===== src/rtl/axi4_wr2mem_if.sv =====
// AXI4 write-side bundle (AW/W/B channels) shared by the write-to-memory bridge and its masters.
// The slave modport is used by the bridge; the master modport by whatever drives it.
interface axi4_wr2mem_if #(
    parameter int AW = 32,
    parameter int DW = 32,
    parameter int IW = 1
);
    logic [IW-1:0]   AWID;
    logic [AW-1:0]   AWADDR;
    logic [3:0]      AWLEN;
    logic [2:0]      AWSIZE;
    logic [1:0]      AWBURST;
    logic            AWVALID;
    logic            AWREADY;

    logic [DW-1:0]   WDATA;
    logic [DW/8-1:0] WSTRB;
    logic            WLAST;
    logic            WVALID;
    logic            WREADY;

    logic [IW-1:0]   BID;
    logic [1:0]      BRESP;
    logic            BVALID;
    logic            BREADY;

    modport slave (
        input  AWID, AWADDR, AWLEN, AWSIZE, AWBURST, AWVALID,
        input  WDATA, WSTRB, WLAST, WVALID,
        input  BREADY,
        output AWREADY, WREADY, BID, BRESP, BVALID
    );

    modport master (
        output AWID, AWADDR, AWLEN, AWSIZE, AWBURST, AWVALID,
        output WDATA, WSTRB, WLAST, WVALID,
        output BREADY,
        input  AWREADY, WREADY, BID, BRESP, BVALID
    );
endinterface


===== src/rtl/axi4_wr2mem.sv =====
// AXI4 write slave: accepts one burst at a time and turns every W beat into a single-word
// write on a simple synchronous memory port, then returns OKAY or SLVERR on B.
module axi4_wr2mem #(
    parameter int AW  = 32,
    parameter int DW  = 32,
    parameter int IW  = 1,
    parameter int MAW = AW - $clog2(DW/8)
) (
    input  logic            ACLK,
    input  logic            ARESET,
    axi4_wr2mem_if.slave    s_axi,
    output logic            mem_we,
    output logic [MAW-1:0]  mem_addr,
    output logic [DW-1:0]   mem_wdata,
    output logic [DW/8-1:0] mem_be
);
    localparam int LSB = $clog2(DW/8);

    typedef enum logic [1:0] {IDLE, DATA, RESP} state_t;

    state_t          r_state;
    state_t          w_state_next;
    logic            r_awready;
    logic            r_wready;
    logic            r_bvalid;

    logic [IW-1:0]   r_id;
    logic [3:0]      r_len;
    logic [3:0]      r_cnt;
    logic [1:0]      r_burst;
    logic [MAW-1:0]  r_addr;
    logic            r_err;

    logic            r_mem_we;
    logic [MAW-1:0]  r_mem_addr;
    logic [DW-1:0]   r_mem_wdata;
    logic [DW/8-1:0] r_mem_be;

    logic            w_aw_hs;
    logic            w_w_hs;
    logic            w_b_hs;
    logic            w_last_beat;
    logic            w_wlast_err;
    logic            w_aw_err;
    logic [MAW-1:0]  w_addr_inc;
    logic [MAW-1:0]  w_wrap_mask;
    logic [MAW-1:0]  w_wrap_addr;
    logic [MAW-1:0]  w_addr_next;

    assign w_aw_hs     = s_axi.AWVALID & r_awready;
    assign w_w_hs      = s_axi.WVALID & r_wready;
    assign w_b_hs      = s_axi.BREADY & r_bvalid;
    assign w_last_beat = (r_cnt == r_len);
    assign w_wlast_err = (s_axi.WLAST != w_last_beat);

    // WRAP is only legal for 2/4/8/16 beats; other lengths and reserved bursts are flagged.
    assign w_aw_err = (s_axi.AWSIZE != 3'(LSB))
                   || (s_axi.AWBURST == 2'b11)
                   || ((s_axi.AWBURST == 2'b10) && (s_axi.AWLEN != 4'd1) && (s_axi.AWLEN != 4'd3)
                       && (s_axi.AWLEN != 4'd7) && (s_axi.AWLEN != 4'd15));

    assign w_addr_inc  = r_addr + MAW'(1);
    assign w_wrap_mask = MAW'(r_len);

    // In a legal WRAP burst AWLEN is all-ones in the low bits, so it doubles as the window mask.
    genvar gi;
    generate
        for (gi = 0; gi < MAW; gi++) begin : g_wrap
            assign w_wrap_addr[gi] = w_wrap_mask[gi] ? w_addr_inc[gi] : r_addr[gi];
        end
    endgenerate

    always_comb begin
        w_addr_next = r_addr;
        case (r_burst)
            2'b01:   w_addr_next = w_addr_inc;
            2'b10:   w_addr_next = w_wrap_addr;
            default: w_addr_next = r_addr;
        endcase
    end

    always_ff @(posedge ACLK or posedge ARESET) begin
        if (ARESET) begin
            r_state   <= IDLE;
            r_awready <= 1'b0;
            r_wready  <= 1'b0;
            r_bvalid  <= 1'b0;
        end else begin
            r_state   <= w_state_next;
            r_awready <= (w_state_next == IDLE);
            r_wready  <= (w_state_next == DATA);
            r_bvalid  <= (w_state_next == RESP);
        end
    end

    always_comb begin
        w_state_next = r_state;
        case (r_state)
            IDLE:    if (w_aw_hs)                w_state_next = DATA;
            DATA:    if (w_w_hs && w_last_beat)  w_state_next = RESP;
            RESP:    if (w_b_hs)                 w_state_next = IDLE;
            default:                             w_state_next = IDLE;
        endcase
    end

    always_ff @(posedge ACLK or posedge ARESET) begin
        if (ARESET) begin
            r_id        <= '0;
            r_len       <= '0;
            r_cnt       <= '0;
            r_burst     <= '0;
            r_addr      <= '0;
            r_err       <= 1'b0;
            r_mem_we    <= 1'b0;
            r_mem_addr  <= '0;
            r_mem_wdata <= '0;
            r_mem_be    <= '0;
        end else begin
            r_mem_we <= 1'b0;
            if (w_aw_hs) begin
                r_id    <= s_axi.AWID;
                r_len   <= s_axi.AWLEN;
                r_burst <= s_axi.AWBURST;
                r_addr  <= MAW'(s_axi.AWADDR >> LSB);
                r_cnt   <= '0;
                r_err   <= w_aw_err;
            end
            if (w_w_hs) begin
                // The write uses the error state from before this beat's WLAST check.
                r_mem_we    <= ~r_err;
                r_mem_addr  <= r_addr;
                r_mem_wdata <= s_axi.WDATA;
                r_mem_be    <= s_axi.WSTRB;
                r_addr      <= w_addr_next;
                r_cnt       <= r_cnt + 4'd1;
                r_err       <= r_err | w_wlast_err;
            end
        end
    end

    always_comb begin
        s_axi.AWREADY = r_awready;
        s_axi.WREADY  = r_wready;
        s_axi.BVALID  = r_bvalid;
        s_axi.BID     = r_bvalid ? r_id : '0;
        s_axi.BRESP   = (r_bvalid && r_err) ? 2'b10 : 2'b00;
        mem_we        = r_mem_we;
        mem_addr      = r_mem_addr;
        mem_wdata     = r_mem_wdata;
        mem_be        = r_mem_be;
    end
endmodule


===== src/flat_wrapper.sv =====
// flat-port wrapper written by rule: the top's interface ports become plain ports
module axi4_wr2mem_flat 
#(
    parameter int AW  = 32,
    parameter int DW  = 32,
    parameter int IW  = 1,
    parameter int MAW = AW - $clog2(DW/8)
)
  (ACLK, ARESET, mem_we, mem_addr, mem_wdata, mem_be, s_axi_AWID, s_axi_AWADDR, s_axi_AWLEN, s_axi_AWSIZE, s_axi_AWBURST, s_axi_AWVALID, s_axi_WDATA, s_axi_WSTRB, s_axi_WLAST, s_axi_WVALID, s_axi_BREADY, s_axi_AWREADY, s_axi_WREADY, s_axi_BID, s_axi_BRESP, s_axi_BVALID);
  axi4_wr2mem_if #(.AW(AW), .DW(DW), .IW(IW)) s_axi_i ();
  input  logic ACLK;
  input  logic ARESET;
  output logic mem_we;
  output logic [MAW-1:0] mem_addr;
  output logic [DW-1:0] mem_wdata;
  output logic [DW/8-1:0] mem_be;
  input wire logic [$bits(s_axi_i.AWID)-1:0] s_axi_AWID;
  input wire logic [$bits(s_axi_i.AWADDR)-1:0] s_axi_AWADDR;
  input wire logic [$bits(s_axi_i.AWLEN)-1:0] s_axi_AWLEN;
  input wire logic [$bits(s_axi_i.AWSIZE)-1:0] s_axi_AWSIZE;
  input wire logic [$bits(s_axi_i.AWBURST)-1:0] s_axi_AWBURST;
  input wire logic [$bits(s_axi_i.AWVALID)-1:0] s_axi_AWVALID;
  input wire logic [$bits(s_axi_i.WDATA)-1:0] s_axi_WDATA;
  input wire logic [$bits(s_axi_i.WSTRB)-1:0] s_axi_WSTRB;
  input wire logic [$bits(s_axi_i.WLAST)-1:0] s_axi_WLAST;
  input wire logic [$bits(s_axi_i.WVALID)-1:0] s_axi_WVALID;
  input wire logic [$bits(s_axi_i.BREADY)-1:0] s_axi_BREADY;
  output wire logic [$bits(s_axi_i.AWREADY)-1:0] s_axi_AWREADY;
  output wire logic [$bits(s_axi_i.WREADY)-1:0] s_axi_WREADY;
  output wire logic [$bits(s_axi_i.BID)-1:0] s_axi_BID;
  output wire logic [$bits(s_axi_i.BRESP)-1:0] s_axi_BRESP;
  output wire logic [$bits(s_axi_i.BVALID)-1:0] s_axi_BVALID;
  assign s_axi_i.AWID = s_axi_AWID;
  assign s_axi_i.AWADDR = s_axi_AWADDR;
  assign s_axi_i.AWLEN = s_axi_AWLEN;
  assign s_axi_i.AWSIZE = s_axi_AWSIZE;
  assign s_axi_i.AWBURST = s_axi_AWBURST;
  assign s_axi_i.AWVALID = s_axi_AWVALID;
  assign s_axi_i.WDATA = s_axi_WDATA;
  assign s_axi_i.WSTRB = s_axi_WSTRB;
  assign s_axi_i.WLAST = s_axi_WLAST;
  assign s_axi_i.WVALID = s_axi_WVALID;
  assign s_axi_i.BREADY = s_axi_BREADY;
  assign s_axi_AWREADY = s_axi_i.AWREADY;
  assign s_axi_WREADY = s_axi_i.WREADY;
  assign s_axi_BID = s_axi_i.BID;
  assign s_axi_BRESP = s_axi_i.BRESP;
  assign s_axi_BVALID = s_axi_i.BVALID;
  axi4_wr2mem #(.AW(AW), .DW(DW), .IW(IW), .MAW(MAW)) u_core (.ACLK(ACLK), .ARESET(ARESET), .s_axi(s_axi_i), .mem_we(mem_we), .mem_addr(mem_addr), .mem_wdata(mem_wdata), .mem_be(mem_be));
endmodule

===== config.mk =====
export PLATFORM = sky130hd
export DESIGN_NAME = axi4_wr2mem_flat
export DESIGN_NICKNAME = d
export VERILOG_FILES = /design/src/rtl/axi4_wr2mem_if.sv /design/src/rtl/axi4_wr2mem.sv /design/src/flat_wrapper.sv
export SDC_FILE = /design/constraint.sdc
export NUM_CORES = 1
export LEC_CHECK = 0
export BUFFER_PORTS_ARGS = -buffer_cell sky130_fd_sc_hd__buf_4
export CAP_MARGIN = 20
export CORE_MARGIN = 2
export CORE_UTILIZATION = 57
export CTS_BUF_LIST = sky130_fd_sc_hd__clkbuf_2 sky130_fd_sc_hd__clkbuf_4 sky130_fd_sc_hd__clkbuf_8
export CTS_CLUSTER_SIZE = 25
export DETAILED_ROUTE_END_ITERATION = 7
export HOLD_SLACK_MARGIN = 0.05
export PLACE_DENSITY = 0.87
export SLEW_MARGIN = 20
export SYNTH_ARGS = -nofsm -noshare
export SYNTH_HDL_FRONTEND = slang
export SYNTH_SLANG_ARGS = --single-unit

===== constraint.sdc =====
create_clock -name ACLK -period 6.8 [get_ports ACLK]
set_clock_uncertainty 0.15 [all_clocks]
set_input_delay 0.68 -clock ACLK [delete_from_list [all_inputs] [get_ports ACLK]]
set_output_delay 0.68 -clock ACLK [all_outputs]
set_load 0.02 [all_outputs]

==> flow_metrics.tcl <==
set metrics [dict create \
    tns_ns 0 \
    vias 4879 \
    cts_buffer_depth 2 \
    cts_max_level 4 \
    status "finished clean" \
    hpwl_mm 9.248 \
    setup_violations 0 \
    hp-class "in2async" \
    async_flop_share_pct 100.0 \
    r2r_setup_slack_ns 4.28 \
    start_kind "flop" \
    fin_crit_sh_pct 37.06 \
    layout.nets 826 \
    layout_commonest_cell "nand2_1" \
    cts_resized 0 \
    synth_warnings 0 \
    finalInstanceArea_sq_um 6850 \
    dr.first_iter.drc_count 361 \
    cts_buffers 17 \
    critPathMaxStageDelay_ns 0.67 \
    r2r-start "u_core.s_axi.WREADY" \
    slowest_stage "buf_4" \
    reg2regPathDepth 6 \
    worstMarginPinSlew_ns 0.9714 \
    synth_cells 593 \
    critPathArrivalTime_ns 2.70 \
    ctsHoldBuffers 0 \
    port_buffers 153 \
    power_density_nw_per_um2 478.8 \
    ir_worst_vdd_mv 0.3315 \
    antenna_found_initial 0 \
    hold_ws_ns 0.1159 \
    initial_core_util_pct 59.22 \
    grt_overflow 0 \
    synth_seq_area_share_pct 54.70 \
    maxCapViolations 0 \
    ioPinCount 157 \
    timing.fmax_mhz 396.8 \
    cts_sinks 114 \
    drc 0 \
    final_cell_mix "253 x nand2_1, 156 x buf_4, 114 x dfrtp_1" \
    postCtsSetupBuffers 0 \
    cp_max_fo 84 \
    areaGrowthSynthToFinish_pct 31.36 \
    cp.buffers_inverters 1 \
    die_height_microns 99.65 \
    tritoncts "built" \
    path_delay_family "compound AO/OA/AOI/OAI gates" \
    p_total_mw 3.280 \
    timing.slew.headroom_pct 35.24 \
    antenna_left 0 \
    syn_avg_cell_area_sq_um 8.794 \
    hold_violations 0 \
    dieArea_sq_um 9930 \
    required_ns 6.98 \
    ys_ff_latch 114 \
    clk_latency_ns 0.42 \
    first_pass_iters 5 \
    endpoint_kind "flop" \
    path_cells "and2_2 > buf_4 > nor2_1 > a21oi_1 > o21ai_0 > a22oi_1" \
    die_x_microns 99.65 \
    gp_congestion 0.8032 \
    fin_crit_ns 2.520 \
    fin_cells 861 \
    coreArea_sq_um 8806 \
    slew_viol_final 0 \
    grt_pass1_wl_mm 22.98 \
    antenna_cells 0 \
    synth-edff-count 0 \
    synth_nets 679 \
    drive_gt1_share_pct 27.49 \
    num_rows 34 \
    cts_root_buf "clkbuf_8" \
    routedWlPerCell_microns 16.26 \
    placed_cell_area_sq_um 6380 \
    dp.cells 829 \
    synthFlopType "dfrtp_1" \
    grt_usage_pct 29.17 \
    r2r-end "u_core.r_addr[2]" \
    power.leakage_nw 3.505 \
    ys_types 56 \
    netlist_area_sq_um 5215 \
    routed_wirelength_mm 14.00 \
    clkTransAtPathRegs_ns 0.07 \
    grt_pass1_vias 4854 \
    grt_setup_unrepaired "no" \
    vias_per_cell 5.667 \
    grt_max_degree 97 \
    path_class "reg2reg" \
]
==> registers in the layout (all words and copies together), names as in the netlist <==
name                  flops
u_core.mem_wdata         32
u_core.mem_addr          30
u_core.r_addr            30
u_core.mem_be             4
u_core.r_cnt              4
u_core.r_len              4
u_core.r_burst            2
u_core.r_state            2
u_core.mem_we             1
u_core.r_err              1
u_core.r_id               1
u_core.s_axi.AWREADY      1
u_core.s_axi.BVALID       1
u_core.s_axi.WREADY       1
==> cell type report <==
cell class | count | area (sq um)
inverter | 5 | 21.27
multi-input combinational | 445 | 2192
fill | 615 | 1956
clock buffer | 19 | 261.5
tap | 108 | 135.1
timing repair buffer | 157 | 1182
clock inverter | 13 | 205.2
sequential | 114 | 2853
==> power breakdown <==
part           total, mW  leakage, nW  switching [mW]  internal, mW
registers           1.26         1.40           0.274         0.984
clock network      0.746        0.229           0.290         0.456
logic               1.28         1.88           0.753         0.522
==> metal layers <==
layer	up-vias	wire length (microns)	global-route usage, %
met1	2340	5542	37.02
met2	220	7222	49.01
met4	0	233	8.957
met3	24	1003	8.152
met5	-	0	0
li1	2295	-	-
==> worst max-delay path by stage <==
stage / from / endpoint / slack (ns) / cells past startpoint
after floorplan: ARESET / u_core.mem_addr[0] / 2.95 / 1
after global placement: s_axi_AWVALID / u_core.r_err / 4.01 / 6
after detailed placement: s_axi_AWVALID / u_core.r_err / 3.94 / 6
after CTS: u_core.s_axi.WREADY / u_core.r_addr[2] / 4.28 / 6
after global routing: u_core.s_axi.WREADY / u_core.r_addr[2] / 4.16 / 6
final: u_core.s_axi.WREADY / u_core.r_addr[2] / 4.28 / 6
==> cell families after synthesis <==
| group | count (synthesis) | synth area share, % |
|---|---|---|
| other | 1 | 0.07191 |
| AO/OA/AOI/OAI | 85 | 11.18 |
| adder cells (fa/ha/maj) | 2 | 0.4798 |
| AND/OR/NAND/NOR | 350 | 29.05 |
| XOR/XNOR | 5 | 0.8397 |
| flip-flops | 114 | 54.70 |
| multiplexers | 2 | 0.3839 |
| buffers and inverters | 34 | 3.287 |
==> through the flow <==
stage	utilization, %	worst slack [ns]
6_report	77.79	4.280
5_1_grt	77.79	4.163
4_1_cts	77.75	4.275
3_5_place_dp	72.45	3.938
3_3_place_gp	72.45	4.006
2_1_floorplan	-	2.954
==> synthesized netlist by cell type (3+ instances only) <==
cell / count / area [sq um]
nand2_1: 253 / 949.7
dfrtp_1: 114 / 2853
nor2_1: 26 / 97.59
o21ai_0: 19 / 95.09
clkbuf_1: 18 / 67.56
nand3_1: 18 / 90.09
a21oi_1: 13 / 65.06
a31oi_1: 8 / 50.05
nand4_1: 8 / 50.05
a211oi_1: 7 / 52.55
nor3_1: 7 / 35.03
o211ai_1: 7 / 52.55
and2_1: 6 / 37.54
and3_1: 5 / 31.28
inv_1: 5 / 18.77
a311oi_1: 4 / 35.03
buf_2: 4 / 20.02
o22a_1: 4 / 35.03
xnor2_1: 4 / 35.03
a211o_1: 3 / 26.28
a22oi_1: 3 / 22.52
and3_2: 3 / 22.52
nor4_1: 3 / 18.77
o31ai_1: 3 / 22.52
(Power assumes the default switching activity.)
